`config.mk`:
```
export PLATFORM = sky130hd
export DESIGN_NAME = gmii_rx_pixel_flat
export DESIGN_NICKNAME = d
export VERILOG_FILES = /design/src/rtl/gmii_rx_pixel_if.sv /design/src/rtl/gmii_rx_pixel.sv /design/src/flat_wrapper.sv
export SDC_FILE = /design/constraint.sdc
export NUM_CORES = 1
export LEC_CHECK = 0
export BUFFER_PORTS_ARGS = -buffer_cell sky130_fd_sc_hd__buf_2
export CAP_MARGIN = 10
export CORE_MARGIN = 2
export CORE_UTILIZATION = 56
export CTS_CLUSTER_DIAMETER = 80
export CTS_CLUSTER_SIZE = 14
export DETAILED_ROUTE_END_ITERATION = 16
export MAX_ROUTING_LAYER = met4
export PLACE_DENSITY = 0.87
export SYNTH_ARGS = -nofsm -noshare
export SYNTH_HDL_FRONTEND = slang
export SYNTH_SLANG_ARGS = --single-unit
```
`constraint.sdc`:
```
create_clock -name rx_clk -period 2.8 [get_ports rx_clk]
set_clock_uncertainty 0.15 [all_clocks]
set_input_delay 0.56 -clock rx_clk [delete_from_list [all_inputs] [get_ports rx_clk]]
set_output_delay 0.56 -clock rx_clk [all_outputs]
set_load 0.03 [all_outputs]
```
`src/rtl/gmii_rx_pixel_if.sv`:
```
// GMII receive byte stream in, 48-bit pixel words out to the async FIFO.
// master drives the GMII side and owns the FIFO; slave is the receiver.
interface gmii_rx_pixel_if;
  logic [7:0]  rxd;
  logic        rx_dv;
  logic        rx_er;
  logic [47:0] dout;
  logic        wr_en;
  logic        full;

  modport master (output rxd, rx_dv, rx_er, full, input dout, wr_en);
  modport slave  (input rxd, rx_dv, rx_er, full, output dout, wr_en);
endinterface

```
`src/rtl/gmii_rx_pixel.sv`:
```
// GMII receiver for pixel-over-Ethernet frames: validates the header and
// unpacks the payload into {vcnt, hcnt, r, g, b} words for the display FIFO.
//
// state | meaning
// IDLE  | waiting for the first preamble byte
// PRE   | inside the preamble, waiting for the SFD
// HDR   | destination MAC, source MAC and EtherType (bytes 0-13)
// PAY   | payload, six bytes per pixel word
// TAIL  | FCS/padding discarded until rx_dv falls
// DROP  | rejected frame, waiting for rx_dv to fall
module gmii_rx_pixel #(
  parameter logic [47:0] MAC_ADDR    = 48'h00_37_FF_00_00_02,
  parameter logic [15:0] ETH_TYPE    = 16'h88B5,
  parameter int          PIX_PER_PKT = 10
) (
  input  logic            rx_clk,
  input  logic            rstbtn_n,
  gmii_rx_pixel_if.slave  bus,
  output logic            pkt_ok,
  output logic            pkt_drop,
  output logic [15:0]     drop_cnt,
  output logic [15:0]     ovf_cnt
);

  localparam int WCW = (PIX_PER_PKT > 1) ? $clog2(PIX_PER_PKT) : 1;
  localparam logic [WCW-1:0] WORD_LAST = WCW'(PIX_PER_PKT - 1);

  typedef enum logic [2:0] {S_IDLE, S_PRE, S_HDR, S_PAY, S_TAIL, S_DROP} state_t;

  state_t          state_q, state_d;
  logic [7:0]      rxd_q;
  logic            rx_dv_q, rx_er_q;
  logic [3:0]      byte_cnt_q;
  logic [WCW-1:0]  word_cnt_q;
  logic [39:0]     shreg_q;
  logic [47:0]     dout_q;
  logic            word_vld_q;
  logic            mac_hit_q, bc_hit_q, hdr_bad_q;
  logic            mac_hit_d, bc_hit_d, hdr_bad_d;
  logic            drop_evt, ok_evt, word_evt;
  logic [7:0]      mac_byte;

  // A full FIFO in the output cycle suppresses the strobe; the word is lost.
  assign bus.wr_en = word_vld_q & ~bus.full;
  assign bus.dout  = dout_q;

  always_comb begin
    mac_byte = 8'h00;
    case (byte_cnt_q)
      4'd0:    mac_byte = MAC_ADDR[47:40];
      4'd1:    mac_byte = MAC_ADDR[39:32];
      4'd2:    mac_byte = MAC_ADDR[31:24];
      4'd3:    mac_byte = MAC_ADDR[23:16];
      4'd4:    mac_byte = MAC_ADDR[15:8];
      4'd5:    mac_byte = MAC_ADDR[7:0];
      default: mac_byte = 8'h00;
    endcase
  end

  always_comb begin
    state_d   = state_q;
    drop_evt  = 1'b0;
    ok_evt    = 1'b0;
    word_evt  = 1'b0;
    mac_hit_d = mac_hit_q;
    bc_hit_d  = bc_hit_q;
    hdr_bad_d = hdr_bad_q;
    case (state_q)
      S_IDLE: begin
        if (rx_dv_q) state_d = (rxd_q == 8'h55) ? S_PRE : S_DROP;
      end
      S_PRE: begin
        if (!rx_dv_q) begin
          state_d  = S_IDLE;
          drop_evt = 1'b1;
        end else if (rx_er_q || (rxd_q != 8'h55 && rxd_q != 8'hD5)) begin
          state_d  = S_DROP;
          drop_evt = 1'b1;
        end else if (rxd_q == 8'hD5) begin
          state_d = S_HDR;
        end
      end
      S_HDR: begin
        if (!rx_dv_q) begin
          state_d  = S_IDLE;
          drop_evt = 1'b1;
        end else if (rx_er_q) begin
          state_d  = S_DROP;
          drop_evt = 1'b1;
        end else begin
          if (byte_cnt_q <= 4'd5) begin
            mac_hit_d = mac_hit_q & (rxd_q == mac_byte);
            bc_hit_d  = bc_hit_q & (rxd_q == 8'hFF);
            if (!(mac_hit_d || bc_hit_d)) hdr_bad_d = 1'b1;
          end else if (byte_cnt_q == 4'd12 && rxd_q != ETH_TYPE[15:8]) begin
            hdr_bad_d = 1'b1;
          end else if (byte_cnt_q == 4'd13 && rxd_q != ETH_TYPE[7:0]) begin
            hdr_bad_d = 1'b1;
          end
          if (byte_cnt_q == 4'd13) begin
            if (hdr_bad_d) begin
              state_d  = S_DROP;
              drop_evt = 1'b1;
            end else begin
              state_d = S_PAY;
            end
          end
        end
      end
      S_PAY: begin
        if (!rx_dv_q) begin
          state_d  = S_IDLE;
          drop_evt = 1'b1;
        end else if (rx_er_q) begin
          state_d  = S_DROP;
          drop_evt = 1'b1;
        end else if (byte_cnt_q == 4'd5) begin
          word_evt = 1'b1;
          if (word_cnt_q == WORD_LAST) state_d = S_TAIL;
        end
      end
      S_TAIL: begin
        if (!rx_dv_q) begin
          state_d = S_IDLE;
          ok_evt  = 1'b1;
        end
      end
      S_DROP: begin
        if (!rx_dv_q) state_d = S_IDLE;
      end
      default: state_d = S_IDLE;
    endcase
  end

  always_ff @(posedge rx_clk or negedge rstbtn_n) begin
    if (!rstbtn_n) state_q <= S_IDLE;
    else           state_q <= state_d;
  end

  always_ff @(posedge rx_clk or negedge rstbtn_n) begin
    if (!rstbtn_n) begin
      rxd_q      <= 8'h00;
      rx_dv_q    <= 1'b0;
      rx_er_q    <= 1'b0;
      byte_cnt_q <= 4'd0;
      word_cnt_q <= '0;
      shreg_q    <= 40'h0;
      dout_q     <= 48'h0;
      word_vld_q <= 1'b0;
      mac_hit_q  <= 1'b1;
      bc_hit_q   <= 1'b1;
      hdr_bad_q  <= 1'b0;
      pkt_ok     <= 1'b0;
      pkt_drop   <= 1'b0;
      drop_cnt   <= 16'h0;
      ovf_cnt    <= 16'h0;
    end else begin
      rxd_q      <= bus.rxd;
      rx_dv_q    <= bus.rx_dv;
      rx_er_q    <= bus.rx_er;
      pkt_ok     <= ok_evt;
      pkt_drop   <= drop_evt;
      word_vld_q <= word_evt;
      if (word_evt) dout_q <= {shreg_q, rxd_q};

      // Header match flags re-arm whenever the FSM is outside HDR.
      if (state_q == S_HDR) begin
        mac_hit_q <= mac_hit_d;
        bc_hit_q  <= bc_hit_d;
        hdr_bad_q <= hdr_bad_d;
      end else begin
        mac_hit_q <= 1'b1;
        bc_hit_q  <= 1'b1;
        hdr_bad_q <= 1'b0;
      end

      case (state_q)
        S_HDR:   byte_cnt_q <= (byte_cnt_q == 4'd13) ? 4'd0 : byte_cnt_q + 4'd1;
        S_PAY:   byte_cnt_q <= (byte_cnt_q == 4'd5) ? 4'd0 : byte_cnt_q + 4'd1;
        default: byte_cnt_q <= 4'd0;
      endcase

      if (state_q != S_PAY) word_cnt_q <= '0;
      else if (word_evt)    word_cnt_q <= word_cnt_q + 1'b1;

      if (state_q == S_PAY) shreg_q <= {shreg_q[31:0], rxd_q};

      if (drop_evt && drop_cnt != 16'hFFFF) drop_cnt <= drop_cnt + 16'd1;
      if (word_vld_q && bus.full && ovf_cnt != 16'hFFFF) ovf_cnt <= ovf_cnt + 16'd1;
    end
  end

endmodule
```
`src/flat_wrapper.sv`:
```
// flat-port wrapper written by rule: the top's interface ports become plain ports
module gmii_rx_pixel_flat 
#(
  parameter logic [47:0] MAC_ADDR    = 48'h00_37_FF_00_00_02,
  parameter logic [15:0] ETH_TYPE    = 16'h88B5,
  parameter int          PIX_PER_PKT = 10
)
  (rx_clk, rstbtn_n, pkt_ok, pkt_drop, drop_cnt, ovf_cnt, bus_rxd, bus_rx_dv, bus_rx_er, bus_full, bus_dout, bus_wr_en);
  gmii_rx_pixel_if bus_i ();
  input  logic rx_clk;
  input  logic rstbtn_n;
  output logic pkt_ok;
  output logic pkt_drop;
  output logic [15:0] drop_cnt;
  output logic [15:0] ovf_cnt;
  input wire logic [$bits(bus_i.rxd)-1:0] bus_rxd;
  input wire logic [$bits(bus_i.rx_dv)-1:0] bus_rx_dv;
  input wire logic [$bits(bus_i.rx_er)-1:0] bus_rx_er;
  input wire logic [$bits(bus_i.full)-1:0] bus_full;
  output wire logic [$bits(bus_i.dout)-1:0] bus_dout;
  output wire logic [$bits(bus_i.wr_en)-1:0] bus_wr_en;
  assign bus_i.rxd = bus_rxd;
  assign bus_i.rx_dv = bus_rx_dv;
  assign bus_i.rx_er = bus_rx_er;
  assign bus_i.full = bus_full;
  assign bus_dout = bus_i.dout;
  assign bus_wr_en = bus_i.wr_en;
  gmii_rx_pixel #(.MAC_ADDR(MAC_ADDR), .ETH_TYPE(ETH_TYPE), .PIX_PER_PKT(PIX_PER_PKT)) u_core (.rx_clk(rx_clk), .rstbtn_n(rstbtn_n), .bus(bus_i), .pkt_ok(pkt_ok), .pkt_drop(pkt_drop), .drop_cnt(drop_cnt), .ovf_cnt(ovf_cnt));
endmodule
```
==> results of run 1 <==
## power groups by stage
stage | combinational, mW | sequential, mW | clock, mW
2_1_floorplan | 0.305 | 2.40 | 0
4_1_cts | 0.544 | 2.31 | 2.20
3_3_place_gp | 0.512 | 2.34 | 0
6_report | 0.545 | 2.31 | 2.17
5_1_grt | 0.594 | 2.33 | 2.30
3_5_place_dp | 0.529 | 2.35 | 0
## stage by stage
stage	area [um^2]	total power, mW	hold WS, ns	utilization
2_1_floorplan	6160	2.70	0.114	-
3_3_place_gp	6800	2.86	0.298	0.630
3_5_place_dp	6800	2.88	0.300	0.630
4_1_cts	7460	5.05	0.00111	0.691
5_1_grt	7480	5.22	0.331	0.693
6_report	7480	5.03	0.317	0.693
## per-layer routing
metal | wire, um | up-vias
met5 | 0 | -
met4 | 286 | 0
met3 | 647 | 22
met2 | 6640 | 159
met1 | 5740 | 2242
li1 | - | 2112
## cells in the final DEF, fill, tap and decap left out, types with 11 or more instances in the layout
cell type / netlist / layout
clkbuf_16: 0 / 16
mux2_2: 43 / 43
xor2_1: 15 / 15
nor2_1: 25 / 25
nand4_1: 18 / 18
dfrtp_1: 145 / 145
dlygate4sd3_1: 0 / 11
buf_2: 6 / 94
nand2_1: 167 / 167
xnor2_1: 20 / 20
## state kept, by name, indices dropped and copies added (netlist names)
name / count
u_core.rx_er_q: 1
u_core.pkt_ok: 1
u_core.hdr_bad_q: 1
u_core.shreg_q: 40
u_core.byte_cnt_q: 4
u_core.pkt_drop: 1
u_core.drop_cnt: 16
u_core.rxd_q: 8
u_core.word_vld_q: 1
u_core.bc_hit_q: 1
u_core.ovf_cnt: 16
u_core.mac_hit_q: 1
u_core.word_cnt_q: 4
u_core.state_q: 3
u_core.rx_dv_q: 1
u_core.bus.dout: 48
## cell families (layout without fill, tap and decap cells)
logic type	Yosys count	after routing	synth area share
adder cells (fa/ha/maj)	4	4	0.00812
buffers and inverters	30	151	0.0199
XOR/XNOR	35	35	0.0497
flip-flops	147	147	0.597
multiplexers	45	45	0.0826
AO/OA/AOI/OAI	32	32	0.0406
AND/OR/NAND/NOR	269	269	0.202
## Yosys cell counts (5+ instances only)
library cell	count	area share
nand2_1	167	0.10
dfrtp_1	145	0.59
mux2_2	43	0.079
nor2_1	25	0.015
xnor2_1	20	0.028
nand4_1	18	0.018
clkbuf_1	16	0.0097
xor2_1	15	0.021
a21oi_1	8	0.0065
and3_1	8	0.0081
nand3_1	8	0.0065
nor3_1	7	0.0057
buf_2	6	0.0049
o21ai_0	6	0.0049
inv_1	5	0.0030
## repair_timing
action | CTS | global route
hold buffers | 9 | 2
resized for setup | 0 | 0
endpoints found under the hold margin | 57 | 2
## worst min-delay path, cell delays in order (launching register included)
cell	delay [ns]
dfrtp_1	0.34
nand2_1	0.05
nand2_1	0.05
## final cells by class
| type | instances | area [um^2] | share of cell area |
|---|---|---|---|
| clock inverters | 14 | 155 | 0.0208 |
| well taps | 140 | 175 | 0.0234 |
| clock buffers | 17 | 414 | 0.0554 |
| multi-input cells | 385 | 2360 | 0.316 |
| flip-flops and latches | 147 | 3680 | 0.492 |
| repair buffers | 114 | 664 | 0.0889 |
| inverters | 6 | 25.0 | 0.00335 |
## worst paths after layout
kind / start / to / slack, ns / cells past startpoint
max in group asynchronous: rstbtn_n / u_core.ovf_cnt[6] / 1.32 / 3
min in group asynchronous: rstbtn_n / u_core.bus.dout[42] / 0.41 / 2
max: u_core.rxd_q[3] / u_core.drop_cnt[1] / 0.28 / 7
max reg2reg: u_core.rxd_q[3] / u_core.drop_cnt[1] / 0.28 / 7
min reg2reg: u_core.shreg_q[37] / u_core.bus.dout[45] / 0.32 / 2
min: u_core.shreg_q[37] / u_core.bus.dout[45] / 0.32 / 2
==> flow_metrics.tcl, run 1 <==
set metrics [dict create \
    outcome "complete, no violations" \
    p_switching_mw 1.36 \
    use_met1 0.319 \
    grt_usage 0.246 \
    synth_seq_cells 147 \
    coreArea_um2 10800 \
    critical-path-top-delay-family "compound AO/OA/AOI/OAI gates" \
    crit_required_ns 3.05 \
    slowest_delay_ns 0.44 \
    sw_frac_of_total 0.269 \
    worst_pin_slew_ns 0.719 \
    fin_cells 823 \
    critPathKind "register to register" \
    crit_buf_inv 1 \
    avgSynthCellArea_um2 11.0 \
    combPwrFrac 0.108 \
    grt_pass1_wl_um 21800 \
    antenna_found_initial 0 \
    period_needed_ns 2.52 \
    gr-usage-met3 0.0502 \
    diodes 0 \
    crit_arrival_ns 2.77 \
    synthDistinctLibCells 51 \
    cpMaxStageDelayCell "dfrtp_1" \
    synth_edf_count 0 \
    clock_latency_ns 0.52 \
    clock-sinks 147 \
    power_frac_clock 0.432 \
    clk_pin_slew_worst_paths_ns 0.06 \
    nFillCells 756 \
    tns_ns 0 \
    endpoint_kind "register" \
    ir_drop_uv 389 \
    pre_cts_slack_ns 0.306 \
    via_per_inst 5.51 \
    drt_drc_violations_left 0 \
    first_iter_violations 336 \
    layout-drive-gt1-share 0.286 \
    seqPwrFrac 0.460 \
    wirelength_um 13300 \
    cts_buffers 17 \
    fin_ws_ns 0.281 \
    cp_max_fo 9 \
    worst_setup_path_start_kind "register" \
    clk_path_buf_depth 2 \
    initial_core_util 0.571 \
    hp-class "register to register" \
    final-setup-viol-count 0 \
    gp_congestion 0.948 \
    cts_tree "yes" \
    synthesis.area_um2 6160 \
    post_cts_buffers 0 \
    dr.pass1.iters 5 \
    p_int_mw 3.68 \
    syn_inst 562 \
    hold_viol 0 \
    die_width_um 109 \
    die_h_um 109 \
    place_inst 781 \
    port_buffers 95 \
    dieArea_um2 11900 \
    yosysSeqAreaShare 0.597 \
    grt_util_met2 0.382 \
    grt_max_degree 55 \
    cts_root_buf "clkbuf_8" \
    synth_top_flop_cell "dfrtp_1" \
    p_leak_nw 4.01 \
    routedWlPerCell_um 16.2 \
    timing.slew.headroom 0.516 \
    ant_nets 0 \
    dpl.hpwl_um 8870 \
    max_freq_mhz 397 \
    grt_pass1_vias 4509 \
    yosys_warnings 0 \
    worstPathCellList "nand4b_1, o2bb2a_4, o32a_4, a21oi_4, inv_4, and2_4, mux2_4" \
    io_pins 96 \
    grt_setup_unrepaired "false" \
    slew_violations 0 \
    top_usage_layer "met2" \
    drv_cap 0 \
    areaGrowthSynthToFinish_pct 21.3 \
    overflow 0 \
    synth-async-reset-ratio 1.00 \
    num_rows 38 \
    power_density_nw_per_um2 673 \
    layout_worst_path_cycle_share 0.900 \
    nNetsFinal 688 \
    syn_nets 579 \
    vias 4535 \
    h-tree-depth 4 \
]
(Power assumes the default switching activity.)
==> inputs of run 2 (changes only) <==
--- a/config.mk
+++ b/config.mk
@@ -9,11 +9,11 @@
 export CAP_MARGIN = 10
 export CORE_MARGIN = 2
 export CORE_UTILIZATION = 56
-export CTS_CLUSTER_DIAMETER = 80
 export CTS_CLUSTER_SIZE = 14
 export DETAILED_ROUTE_END_ITERATION = 16
 export MAX_ROUTING_LAYER = met4
 export PLACE_DENSITY = 0.87
+export REMOVE_ABC_BUFFERS = 1
 export SYNTH_ARGS = -nofsm -noshare
 export SYNTH_HDL_FRONTEND = slang
 export SYNTH_SLANG_ARGS = --single-unit
==> flow_metrics.tcl, run 2 (synthesis gave the netlist of run 1 again) <==
set metrics [dict create \
    place_inst 783 \
    via_per_inst 5.59 \
    ctsResizeCount 0 \
    tns_ns 0 \
    mostFrequentLayoutCell "nand2_1" \
    cts_tree "yes" \
    final-setup-viol-count 0 \
    coreArea_um2 10800 \
    cp_max_fo 9 \
    die_h_um 109 \
    power_density_nw_per_um2 685 \
    cpMaxStageDelayCell "dfrtp_1" \
    final_cell_mix "nand2_1 (167), dfrtp_1 (145), buf_2 (94)" \
    hp-class "register to register" \
    worstPathCellList "nand4b_1, o2bb2a_4, o32a_4, a21oi_4, inv_4, and2_4, mux2_4" \
    power_frac_clock 0.445 \
    multiInputGateArea_um2 2360 \
    grt_util_met2 0.408 \
    grt_max_degree 64 \
    top_usage_layer "met2" \
    outcome "complete, no violations" \
    seqPwrFrac 0.449 \
    layout.area.seq_um2 3680 \
    io_pins 96 \
    antenna_found_initial 0 \
    crit_arrival_ns 2.80 \
    period_needed_ns 2.55 \
    critical-path-top-delay-family "compound AO/OA/AOI/OAI gates" \
    clock-sinks 147 \
    nNetsFinal 690 \
    worst_setup_path_start_kind "register" \
    overflow 0 \
    clk_path_buf_depth 2 \
    endpoint_kind "register" \
    slew_violations 0 \
    power.total_mw 5.16 \
    p_switching_mw 1.31 \
    crit_buf_inv 1 \
    dpl.hpwl_um 8400 \
    diodes 0 \
    cts_root_buf "clkbuf_8" \
    dpl-instance-area_um2 6810 \
    hold_viol 0 \
    nFillCells 701 \
    layout_worst_path_cycle_share 0.909 \
    areaGrowthSynthToFinish_pct 22.1 \
    combPwrFrac 0.106 \
    grt_pass1_vias 4573 \
    max_freq_mhz 393 \
    clk_pin_slew_worst_paths_ns 0.06 \
    fin_util 0.697 \
    die_width_um 109 \
    port_buffers 95 \
    p_leak_nw 4.04 \
    fin_cells 825 \
    whs_ns 0.315 \
    wirelength_um 13700 \
    dr.pass1.iters 6 \
    gp_congestion 0.919 \
    sw_frac_of_total 0.253 \
    use_met1 0.306 \
    fin_area_um2 7520 \
    critPathKind "register to register" \
    timing.slew.headroom 0.405 \
    pre_cts_slack_ns 0.317 \
    first_iter_violations 346 \
    crit_required_ns 3.05 \
    ant_nets 0 \
    grt_usage 0.253 \
    vias 4611 \
    drt_drc_violations_left 0 \
    dieArea_um2 11900 \
    fin_ws_ns 0.254 \
    h-tree-depth 4 \
    layout-drive-gt1-share 0.285 \
    slowest_delay_ns 0.47 \
    gr-usage-met3 0.0663 \
    ir_drop_uv 412 \
    worst_pin_slew_ns 0.884 \
    routedWlPerCell_um 16.6 \
    largest_register_ffs 48 \
    grt_pass1_wl_um 22300 \
    num_rows 38 \
    drv_cap 0 \
    cts_buffers 17 \
    p_int_mw 3.85 \
    initial_core_util 0.571 \
    clock_latency_ns 0.52 \
    grt_setup_unrepaired "false" \
]
run 2: repair_timing:
action                    CTS  global route
buffers inserted            0             0
hold endpoints to repair   69             0
hold buffers               11             0
run 2: worst reg2reg max path: cells and delay by family (launching register included):
kind	cells	cell delay, ns
multiplexers	1	0.29
flip-flops	1	0.47
buffers and inverters	1	0.11
AND/OR/NAND/NOR	2	0.47
AO/OA/AOI/OAI	3	0.94
run 2: area by class of cell:
type                    instances  share of cell area
clock buffers                  23              0.0634
flip-flops and latches        147               0.489
inverters                       6             0.00333
multi-input cells             385               0.314
well taps                     140              0.0233
repair buffers                116              0.0903
clock inverters                 8              0.0165
run 2: path summary, 6_finish.rpt:
check	from	end	slack, ns	cells past startpoint
min reg2reg	u_core.bus.dout[46]	u_core.bus.dout[46]	0.32	2
max reg2reg	u_core.rxd_q[3]	u_core.drop_cnt[1]	0.25	7
min	u_core.bus.dout[46]	u_core.bus.dout[46]	0.32	2
max in group asynchronous	rstbtn_n	u_core.bc_hit_q	1.34	3
max	u_core.rxd_q[3]	u_core.drop_cnt[1]	0.25	7
min in group asynchronous	rstbtn_n	u_core.shreg_q[33]	0.44	2
run 2: power groups by stage:
| stage | clock network (mW) | registers (mW) | logic, mW |
|---|---|---|---|
| after global placement | 0 | 2.34 | 0.517 |
| final | 2.30 | 2.31 | 0.548 |
| after detailed placement | 0 | 2.35 | 0.531 |
| after CTS | 2.32 | 2.31 | 0.550 |
| after floorplan | 0 | 2.42 | 0.264 |
| after global routing | 2.44 | 2.33 | 0.605 |
run 2: routing by layer:
metal | wire length [um] | share of wire | vias up
li1 | - | - | 2118
met1 | 5670 | 0.41 | 2302
met2 | 7050 | 0.52 | 155
met3 | 609 | 0.045 | 36
met4 | 346 | 0.025 | 0
met5 | 0 | 0 | -
